### config.mk
export PLATFORM = sky130hd
export DESIGN_NAME = alu_sequencer_flat
export DESIGN_NICKNAME = d
export VERILOG_FILES = /design/src/rtl/alu_seq_pkg.sv /design/src/rtl/alu_seq_if.sv /design/src/rtl/alu_seq_flags.sv /design/src/rtl/alu_sequencer.sv /design/src/flat_wrapper.sv
export SDC_FILE = /design/constraint.sdc
export NUM_CORES = 1
export LEC_CHECK = 0
export ABC_AREA = 1
export CAP_MARGIN = 15
export CORE_MARGIN = 2
export CORE_UTILIZATION = 41
export CTS_CLUSTER_SIZE = 12
export DETAILED_ROUTE_END_ITERATION = 6
export PLACE_DENSITY_LB_ADDON = 0.15
export SYNTH_ARGS = -nofsm -noshare
export SYNTH_HDL_FRONTEND = slang
export SYNTH_SLANG_ARGS = --single-unit
### constraint.sdc
create_clock -name clk -period 1.24 [get_ports clk]
set_input_delay 0.186 -clock clk [delete_from_list [all_inputs] [get_ports clk]]
set_output_delay 0.186 -clock clk [all_outputs]
set_load 0.03 [all_outputs]
### src/rtl/alu_seq_pkg.sv
// Shared types, flag indices and op control table for the
// nibble-serial ALU sequencer.
package alu_seq_pkg;

  typedef enum logic [2:0] {
    ADD = 3'd0,
    ADC,
    SUB,
    SBC,
    AND,
    XOR,
    OR,
    CP
  } alu_op_t;

  typedef enum logic [2:0] {
    IDLE,
    OP1,
    LOW,
    HIGH,
    RES
  } seq_state_t;

  localparam int FLAG_S = 7;
  localparam int FLAG_Z = 6;
  localparam int FLAG_Y = 5;
  localparam int FLAG_H = 4;
  localparam int FLAG_X = 3;
  localparam int FLAG_P = 2;
  localparam int FLAG_N = 1;
  localparam int FLAG_C = 0;

  typedef struct packed {
    logic s;
    logic z;
    logic c;
    logic p;
    logic v;
    logic y;
    logic x;
  } shadow_t;

  // {R,S,V} core controls per op
  function automatic logic [2:0] op_rsv(alu_op_t op);
    logic [2:0] r;
    r = 3'b000;
    case (op)
      AND:     r = 3'b100;
      XOR:     r = 3'b010;
      OR:      r = 3'b110;
      default: r = 3'b000;
    endcase
    return r;
  endfunction

  function automatic logic is_sub(alu_op_t op);
    return (op == SUB) || (op == SBC) || (op == CP);
  endfunction

  function automatic logic is_logic(alu_op_t op);
    return (op == AND) || (op == XOR) || (op == OR);
  endfunction

endpackage

### src/rtl/alu_seq_if.sv
// Execute-stage handshake to the ALU sequencer: request,
// operands, carry in, and busy/done/F-register back.
interface alu_seq_if;
  import alu_seq_pkg::*;

  logic       start;
  alu_op_t    op;
  logic [7:0] op_a;
  logic [7:0] op_b;
  logic       cf_in;
  logic       busy;
  logic       done;
  logic [7:0] flags;

  modport master (
    output start, op, op_a, op_b, cf_in,
    input  busy, done, flags
  );

  modport slave (
    input  start, op, op_a, op_b, cf_in,
    output busy, done, flags
  );

endinterface

### src/rtl/alu_seq_flags.sv
// Combinational F-register assembly from the shadow flags.
// ALU_SEQ_XY_FLAGS_EN exposes the undocumented X/Y bits.
module alu_seq_flags
  import alu_seq_pkg::*;
(
  input  shadow_t    sh,
  input  alu_op_t    op,
  input  logic       hf,
  output logic [7:0] f
);

  logic n;

  assign n = is_sub(op);

  always_comb begin
    f         = 8'h00;
    f[FLAG_S] = sh.s;
    f[FLAG_Z] = sh.z;
    f[FLAG_N] = n;
    if (is_logic(op)) begin
      f[FLAG_P] = sh.p;
      f[FLAG_H] = (op == AND);
      f[FLAG_C] = 1'b0;
    end else begin
      // carries are raw adder carries; borrow is their inverse
      f[FLAG_P] = sh.v;
      f[FLAG_H] = hf ^ n;
      f[FLAG_C] = sh.c ^ n;
    end
`ifdef ALU_SEQ_XY_FLAGS_EN
    f[FLAG_Y] = sh.y;
    f[FLAG_X] = sh.x;
`endif
  end

`ifndef ALU_SEQ_XY_FLAGS_EN
  logic unused_xy;
  assign unused_xy = sh.x ^ sh.y;
`endif

endmodule

### src/rtl/alu_sequencer.sv
// Five-state sequencer driving one 8-bit op through the
// nibble-serial ALU (X/Y flags under ALU_SEQ_XY_FLAGS_EN).
module alu_sequencer
  import alu_seq_pkg::*;
(
  input  logic       clk,
  input  logic       nreset,
  alu_seq_if.slave   ctl,
  output logic [7:0] db_w,
  output logic       db_w_en,
  output logic       alu_oe,
  output logic       alu_shift_oe,
  output logic       alu_op1_oe,
  output logic       alu_op2_oe,
  output logic       alu_res_oe,
  output logic       alu_op1_sel_bus,
  output logic       alu_op2_sel_bus,
  output logic       alu_sel_op2_neg,
  output logic       alu_sel_op2_high,
  output logic       alu_op_low,
  output logic       alu_core_cf_in,
  output logic       alu_parity_in,
  output logic       alu_core_R,
  output logic       alu_core_S,
  output logic       alu_core_V,
  input  logic       alu_core_cf_out,
  input  logic       alu_parity_out,
  input  logic       alu_zero,
  input  logic       alu_sf_out,
  input  logic       alu_vf_out,
  input  logic       alu_xf_out,
  input  logic       alu_yf_out
);

  seq_state_t state;
  seq_state_t state_d;

  alu_op_t    op_r;
  logic [7:0] a_r;
  logic [7:0] b_r;
  logic       cf_r;
  logic       hf_l;
  logic       pf_l;
  logic       zl_l;
  shadow_t    sh;
  logic [7:0] flags_q;
  logic [7:0] flags_d;
  logic       done_c;

  always_ff @(posedge clk or negedge nreset) begin
    if (!nreset) state <= IDLE;
    else         state <= state_d;
  end

  always_comb begin
    state_d = state;
    unique case (state)
      IDLE:    if (ctl.start) state_d = OP1;
      OP1:     state_d = LOW;
      LOW:     state_d = HIGH;
      HIGH:    state_d = RES;
      RES:     state_d = IDLE;
      default: state_d = IDLE;
    endcase
  end

  always_comb begin
    db_w             = 8'h00;
    db_w_en          = 1'b0;
    alu_oe           = 1'b0;
    alu_shift_oe     = 1'b0;
    alu_op1_oe       = 1'b0;
    alu_op2_oe       = 1'b0;
    alu_res_oe       = 1'b0;
    alu_op1_sel_bus  = 1'b0;
    alu_op2_sel_bus  = 1'b0;
    alu_sel_op2_neg  = 1'b0;
    alu_sel_op2_high = 1'b0;
    alu_op_low       = 1'b0;
    alu_core_cf_in   = 1'b0;
    alu_parity_in    = 1'b0;
    alu_core_R       = 1'b0;
    alu_core_S       = 1'b0;
    alu_core_V       = 1'b0;
    done_c           = 1'b0;
    unique case (state)
      OP1: begin
        db_w            = a_r;
        db_w_en         = 1'b1;
        alu_shift_oe    = 1'b1;
        alu_op1_sel_bus = 1'b1;
      end
      LOW: begin
        db_w            = b_r;
        db_w_en         = 1'b1;
        alu_shift_oe    = 1'b1;
        alu_op2_sel_bus = 1'b1;
        alu_op_low      = 1'b1;
        alu_sel_op2_neg = is_sub(op_r);
        {alu_core_R, alu_core_S, alu_core_V} = op_rsv(op_r);
        unique case (1'b1)
          op_r == ADC:               alu_core_cf_in = cf_r;
          op_r == SBC:               alu_core_cf_in = ~cf_r;
          op_r == SUB || op_r == CP: alu_core_cf_in = 1'b1;
          default:                   alu_core_cf_in = 1'b0;
        endcase
      end
      HIGH: begin
        alu_sel_op2_high = 1'b1;
        alu_core_cf_in   = hf_l;
        alu_parity_in    = pf_l;
        alu_sel_op2_neg  = is_sub(op_r);
        {alu_core_R, alu_core_S, alu_core_V} = op_rsv(op_r);
      end
      RES: begin
        alu_res_oe = (op_r != CP);
        alu_oe     = (op_r != CP);
        done_c     = 1'b1;
      end
      default: ;
    endcase
  end

  always_ff @(posedge clk or negedge nreset) begin
    if (!nreset) begin
      op_r    <= ADD;
      a_r     <= 8'h00;
      b_r     <= 8'h00;
      cf_r    <= 1'b0;
      hf_l    <= 1'b0;
      pf_l    <= 1'b0;
      zl_l    <= 1'b0;
      sh      <= '0;
      flags_q <= 8'h00;
    end else begin
      if (state == IDLE && ctl.start) begin
        op_r <= ctl.op;
        a_r  <= ctl.op_a;
        b_r  <= ctl.op_b;
        cf_r <= ctl.cf_in;
      end
      if (state == LOW) begin
        hf_l <= alu_core_cf_out;
        pf_l <= alu_parity_out;
        zl_l <= alu_zero;
      end
      if (state == HIGH) begin
        sh.s <= alu_sf_out;
        sh.z <= zl_l & alu_zero;
        sh.c <= alu_core_cf_out;
        sh.p <= alu_parity_out;
        sh.v <= alu_vf_out;
        sh.y <= alu_yf_out;
        sh.x <= alu_xf_out;
      end
      if (state == RES) flags_q <= flags_d;
    end
  end

  alu_seq_flags u_flags (
    .sh (sh),
    .op (op_r),
    .hf (hf_l),
    .f  (flags_d)
  );

  assign ctl.busy  = (state != IDLE);
  assign ctl.done  = done_c;
  assign ctl.flags = flags_q;

endmodule
### src/flat_wrapper.sv
// flat-port wrapper written by rule: the top's interface ports become plain ports
module alu_sequencer_flat import alu_seq_pkg::*;
  (clk, nreset, db_w, db_w_en, alu_oe, alu_shift_oe, alu_op1_oe, alu_op2_oe, alu_res_oe, alu_op1_sel_bus, alu_op2_sel_bus, alu_sel_op2_neg, alu_sel_op2_high, alu_op_low, alu_core_cf_in, alu_parity_in, alu_core_R, alu_core_S, alu_core_V, alu_core_cf_out, alu_parity_out, alu_zero, alu_sf_out, alu_vf_out, alu_xf_out, alu_yf_out, ctl_start, ctl_op, ctl_op_a, ctl_op_b, ctl_cf_in, ctl_busy, ctl_done, ctl_flags);
  alu_seq_if ctl_i ();
  input  logic clk;
  input  logic nreset;
  output logic [7:0] db_w;
  output logic db_w_en;
  output logic alu_oe;
  output logic alu_shift_oe;
  output logic alu_op1_oe;
  output logic alu_op2_oe;
  output logic alu_res_oe;
  output logic alu_op1_sel_bus;
  output logic alu_op2_sel_bus;
  output logic alu_sel_op2_neg;
  output logic alu_sel_op2_high;
  output logic alu_op_low;
  output logic alu_core_cf_in;
  output logic alu_parity_in;
  output logic alu_core_R;
  output logic alu_core_S;
  output logic alu_core_V;
  input  logic alu_core_cf_out;
  input  logic alu_parity_out;
  input  logic alu_zero;
  input  logic alu_sf_out;
  input  logic alu_vf_out;
  input  logic alu_xf_out;
  input  logic alu_yf_out;
  input wire logic [$bits(ctl_i.start)-1:0] ctl_start;
  input wire logic [$bits(ctl_i.op)-1:0] ctl_op;
  input wire logic [$bits(ctl_i.op_a)-1:0] ctl_op_a;
  input wire logic [$bits(ctl_i.op_b)-1:0] ctl_op_b;
  input wire logic [$bits(ctl_i.cf_in)-1:0] ctl_cf_in;
  output wire logic [$bits(ctl_i.busy)-1:0] ctl_busy;
  output wire logic [$bits(ctl_i.done)-1:0] ctl_done;
  output wire logic [$bits(ctl_i.flags)-1:0] ctl_flags;
  assign ctl_i.start = ctl_start;
  assign ctl_i.op = ctl_op;
  assign ctl_i.op_a = ctl_op_a;
  assign ctl_i.op_b = ctl_op_b;
  assign ctl_i.cf_in = ctl_cf_in;
  assign ctl_busy = ctl_i.busy;
  assign ctl_done = ctl_i.done;
  assign ctl_flags = ctl_i.flags;
  alu_sequencer u_core (.clk(clk), .nreset(nreset), .ctl(ctl_i), .db_w(db_w), .db_w_en(db_w_en), .alu_oe(alu_oe), .alu_shift_oe(alu_shift_oe), .alu_op1_oe(alu_op1_oe), .alu_op2_oe(alu_op2_oe), .alu_res_oe(alu_res_oe), .alu_op1_sel_bus(alu_op1_sel_bus), .alu_op2_sel_bus(alu_op2_sel_bus), .alu_sel_op2_neg(alu_sel_op2_neg), .alu_sel_op2_high(alu_sel_op2_high), .alu_op_low(alu_op_low), .alu_core_cf_in(alu_core_cf_in), .alu_parity_in(alu_parity_in), .alu_core_R(alu_core_R), .alu_core_S(alu_core_S), .alu_core_V(alu_core_V), .alu_core_cf_out(alu_core_cf_out), .alu_parity_out(alu_parity_out), .alu_zero(alu_zero), .alu_sf_out(alu_sf_out), .alu_vf_out(alu_vf_out), .alu_xf_out(alu_xf_out), .alu_yf_out(alu_yf_out));
endmodule
======== After elaboration in Yosys (flattened, before gate mapping) ========
Cells that the tools add are included.
operators by class
  eq/ne operators ......................... 13
  reductions and logical operators ........ 10
  bitwise logic cells ..................... 4
  muxes and demuxes ....................... 20
operators with widths
  kind                                                                    number
  8-bit case mux with 2 select lines                                      1
  3-bit equality test (second input constant)                             5
  1-bit two-way mux                                                       14
  3-bit by 2-bit equality test with 1-bit output (second input constant)  4
  3-bit case mux with 4 select lines                                      1
  3-bit case mux with 3 select lines                                      1
  3-bit by 1-bit equality test with 1-bit output (second input constant)  2
  1-bit logical OR                                                        5
  2-bit OR reduction                                                      2
  3-bit zero test                                                         1
  3-bit two-way mux                                                       1
  3-bit != test (second input constant)                                   1
  1-bit case mux with 3 select lines                                      1
  3-bit nonzero test                                                      1
  2-bit != test (second input constant)                                   1
  1-bit case mux with 2 select lines                                      1
  1-bit bitwise XOR                                                       2
  1-bit bitwise AND                                                       1
  1-bit logical AND                                                       1
  1-bit inverter                                                          1
word-level totals
  flip-flop bits (word level) ............. 37

======== Longest topological paths before layout ========
  depth after elaboration ................. 5
  gate-level depth with buffers ........... 7
  mapped depth without buffers ............ 7

======== Hierarchy ========
A second synthesis with hierarchy kept.
second synthesis, totals
  cells, all modules ...................... 254
  area, all modules ....................... 2065.7 um2
modules (own cells, without submodules)
  module         times used  area an instance (um2)  cells an instance
  alu_sequencer  1           1941.9                  231
  alu_seq_flags  1           123.9                   23

======== Worst setup path after synthesis ========
No wires, ideal clock.
  path kind ............................... register to output
  start point ............................. register u_core.state[0]
  end point ............................... output port alu_res_oe
  data arrival time ....................... 1633 ps
  buffers on the path ..................... 2
  slack ................................... -579 ps
  cell stages (with the launch flop) ...... 6
  cell sequence ........................... dfrtp_1 > inv_1 > nand3_2 > buf_6 > a31oi_1 > buf_4
between the ends
  cells in the longest elaborated chain, start to end .. 2
RTL lines
  what                    RTL line             source
  from (decl)             alu_sequencer.sv:35  seq_state_t state;
  from (signal assigned)  alu_sequencer.sv:52  else state <= state_d;
  3-bit equality test     n/a
  1-bit two-way mux       n/a
  to (decl)               flat_wrapper.sv:13   output logic alu_res_oe;
No other way between the ends.

======== Worst setup path after layout ========
  start point ............................. register u_core.state[0]
  end point ............................... output port db_w[3]
between the ends
  cells in the longest elaborated chain, start to end .. 2
  elaborated cells between the ends (all ways) .. 3
RTL lines
  what                                                                                                                     RTL line             source
  3-bit by 2-bit equality test with 1-bit output / 3-bit by 1-bit equality test with 1-bit output (equally long branches)  alu_sequencer.sv:86  unique case (state)
  8-bit case mux with 2 select lines *                                                                                     alu_sequencer.sv:86
  to (decl)                                                                                                                flat_wrapper.sv:7    output logic [7:0] db_w;
Every way passes the cells marked *; elsewhere a longest branch is shown, timed or not.

==> results.toml <==
[global_routing]
grt_pass1_wl_microns = 7530
grt_overflow = 0
grtUsageTotal = 0.187
antenna_found_initial = 0
grt_pass1_vias = 1660
grt_max_degree = 27

[logic_synthesis]
yosys.area.top_type = "dfrtp_1"
syn_avg_cell_area_sq_um = 8.50
synth_cell_types = 22
syn_area_sq_mm = 0.00189
synth_cells = 222
ys_seq_area_frac = 0.490
yosysMostFrequentCell = "nand2_1"
synth_top_cells_by_count = "nand2_1, dfrtp_1, inv_1"
synth_ff_type = "dfrtp_1"
yosysTopAreaCellShare = 0.490
synth_edf_count = 0
yosys_register_bits = 37
synthArstFlopShare = 1.00
synth_area_leaders = "dfrtp_1, nand2_1, o21ai_2, inv_1, buf_4"
ys_warn_count = 0

[floorplan]
die_h_microns = 71.9
ios = 64
die_w_microns = 71.9
dieArea_sq_mm = 0.00516
initial_core_util = 0.431
core_sq_mm = 0.00438
row_count = 24

[cells_and_area]
drive_gt1_frac = 0.533
antennaDiodeCount = 0
area_growth_pct = 76.8
multi_input_area_sq_um = 995
nFillCells = 285
area.sequential_sq_um = 928
final_net_count = 353

[placed_design]
numPortBuffers = 56
hpwl_microns = 3090
gp_congestion = 0.752

[sta]
skew_ns = 0.00684
layout_setup_ws_ns = -0.354
finalSetupTns_ns = -11.32
min_period_ns = 1.59
setup_viol = 49
slew_viol_final = 0
final_hold_viol_count = 0
period_share = 1.29
hold_ws_ns = 0.353
grt_setup_unrepaired = "yes"
max_freq_mhz = 627

[worst_setup_path]
slowest_stage = "dfrtp_1"
required_ns = 1.05
worstSetupStartpointType = "flip-flop"
cp_max_fo = 5
end_kind = "output port"
critical_path_class = "reg -> out"
crit_path_max_incr_delay_ns = 0.42
arrival_ns = 1.41
cpMostUsedCell = "nand2_4"
rrSetupSlack_ns = -0.23
cp_cell_sequence = "nor2_4 -> nand2_4 -> inv_6 -> buf_12 -> nand2_2 -> nand2_4 -> buf_6"

[route]
drt_iter0_drc = 92
ant_nets = 0
drcViolationCount = 0
drtPass1Iterations = 4
vias = 1774
vias_per_cell = 4.73
wl_per_cell_microns = 14.1
wl_microns = 5270

[clocking]
cts_root_buf = "clkbuf_8"
cts_made_buffers = 5
cts_tree = "done"
clkSinkCount = 37
clock_latency_ns = 0.29
clkTransAtPathRegs_ns = 0.07
h-tree-depth = 2
max-clock-path-buffers = 2

[power_and_ir_drop]
power_density_mw_per_mm2 = 2780
sequentialPowerShare = 0.243
finalPower_uw = 9270
swShare = 0.450
pwr-share-clk = 0.092
p_comb_frac = 0.665
ir_drop_uv = 2110
p_switching_uw = 4170
p_int_uw = 5100
p_leak_uw = 0.00166

[run]
cap_violations = 0

[outcome]
outcome = "finished, violations left"
violations = "negative setup slack"

[worst_hold_path]
hold_class = "in -> async"
==> cells in the final DEF (no fill, tap or decap), types with 2 or more instances in the layout <==
cell	instances
dfrtp_2	2
a21oi_2	3
buf_6	43
inv_2	4
nand2_4	15
nor2_4	5
nor2_2	3
conb_1	5
buf_12	4
clkbuf_8	6
nand3_1	3
inv_6	2
inv_4	2
clkbuf_16	2
o21ai_2	20
nand3_4	4
o21ai_0	4
nor2_1	3
buf_4	19
nand3_2	2
nand2_2	31
dfrtp_1	35
o21ai_1	5
clkdlybuf4s15_1	5
nand2_1	32
clkdlybuf4s50_1	26
inv_1	28
==> kinds of logic (layout without fill, tap and decap cells) <==
logic type / count (synthesis) / count (layout) / share of synthesized area
simple gates: 99 / 100 / 0.231
buf+inv: 51 / 147 / 0.143
flops: 37 / 37 / 0.490
compound gates: 34 / 34 / 0.134
other cells: 1 / 5 / 0.00199
==> worst paths after layout <==
check                           cells past startpoint                start                  end
worst max-delay path                                7      u_core.state[0]              db_w[3]
worst min-delay path                                2               nreset        u_core.b_r[1]
worst max register to register                      8      u_core.state[0]        u_core.b_r[4]
worst min register to register                      2  u_core.ctl.flags[4]  u_core.ctl.flags[4]
max in group asynchronous                           3               nreset       u_core.op_r[0]
min in group clk                                    3          ctl_op_b[2]        u_core.b_r[2]
==> power by group through the flow <==
stage / Sequential (uW) / Combinational, uW / Clock, uW
global placement: 2140 / 4620 / 0
finish: 2250 / 6170 / 854
global route: 2320 / 6570 / 925
CTS: 2180 / 5350 / 878
detailed placement: 2160 / 4690 / 0
floorplan: 2290 / 2950 / 0
==> critical path, delay by kind of cell (launching register included) <==
kind	cells	cell delay, ns
DFF	1	0.42
and+or+nand+nor	4	0.37
buffers and inverters	3	0.34
==> state kept, by name, summed over array words and instances, names as in the netlist <==
signal            flops
u_core.sh             5
u_core.hf_l           1
u_core.b_r            8
u_core.cf_r           1
u_core.state          3
u_core.ctl.flags      6
u_core.a_r            8
u_core.zl_l           1
u_core.pf_l           1
u_core.op_r           3
==> what timing repair did <==
| action | 4_1_cts | 5_1_grt |
|---|---|---|
| cloned | 1 | 5 |
| endpoints found under the setup margin | 48 | 54 |
| pin swaps | 11 | 12 |
| setup buffers | 6 | 9 |
| resized for setup | 64 | 57 |
| hold endpoints to repair | 14 | 0 |
| hold buffers | 1 | 0 |
==> through the flow <==
stage                     setup WS (ns)  cell area, sq um  instances  utilization
final                            -0.354              3340        375        0.761
after detailed placement         -0.158              2720        348        0.620
after floorplan                  -0.174              2050        226            -
after CTS                        -0.338              3050        363        0.695
after global routing             -0.422              3340        375        0.761
after global placement           -0.163              2720        348        0.620
==> layer usage <==
metal  vias to the layer above  routed length (microns)  GRT usage
li1                        867                        -          -
met1                       859                     2310      0.252
met2                        42                     2690      0.307
met3                         6                      225     0.0408
met4                         0                       52     0.0503
met5                         -                        0          0
==> layout make-up <==
type,instances,area share
timing repair buffer,103,0.331
multi-input combinational,139,0.298
sequential,37,0.278
timing repair inverter,1,0.00225
clock buffer,7,0.0259
inverter,36,0.0450
tap,52,0.0195
Power figures use the tool's default switching activity.
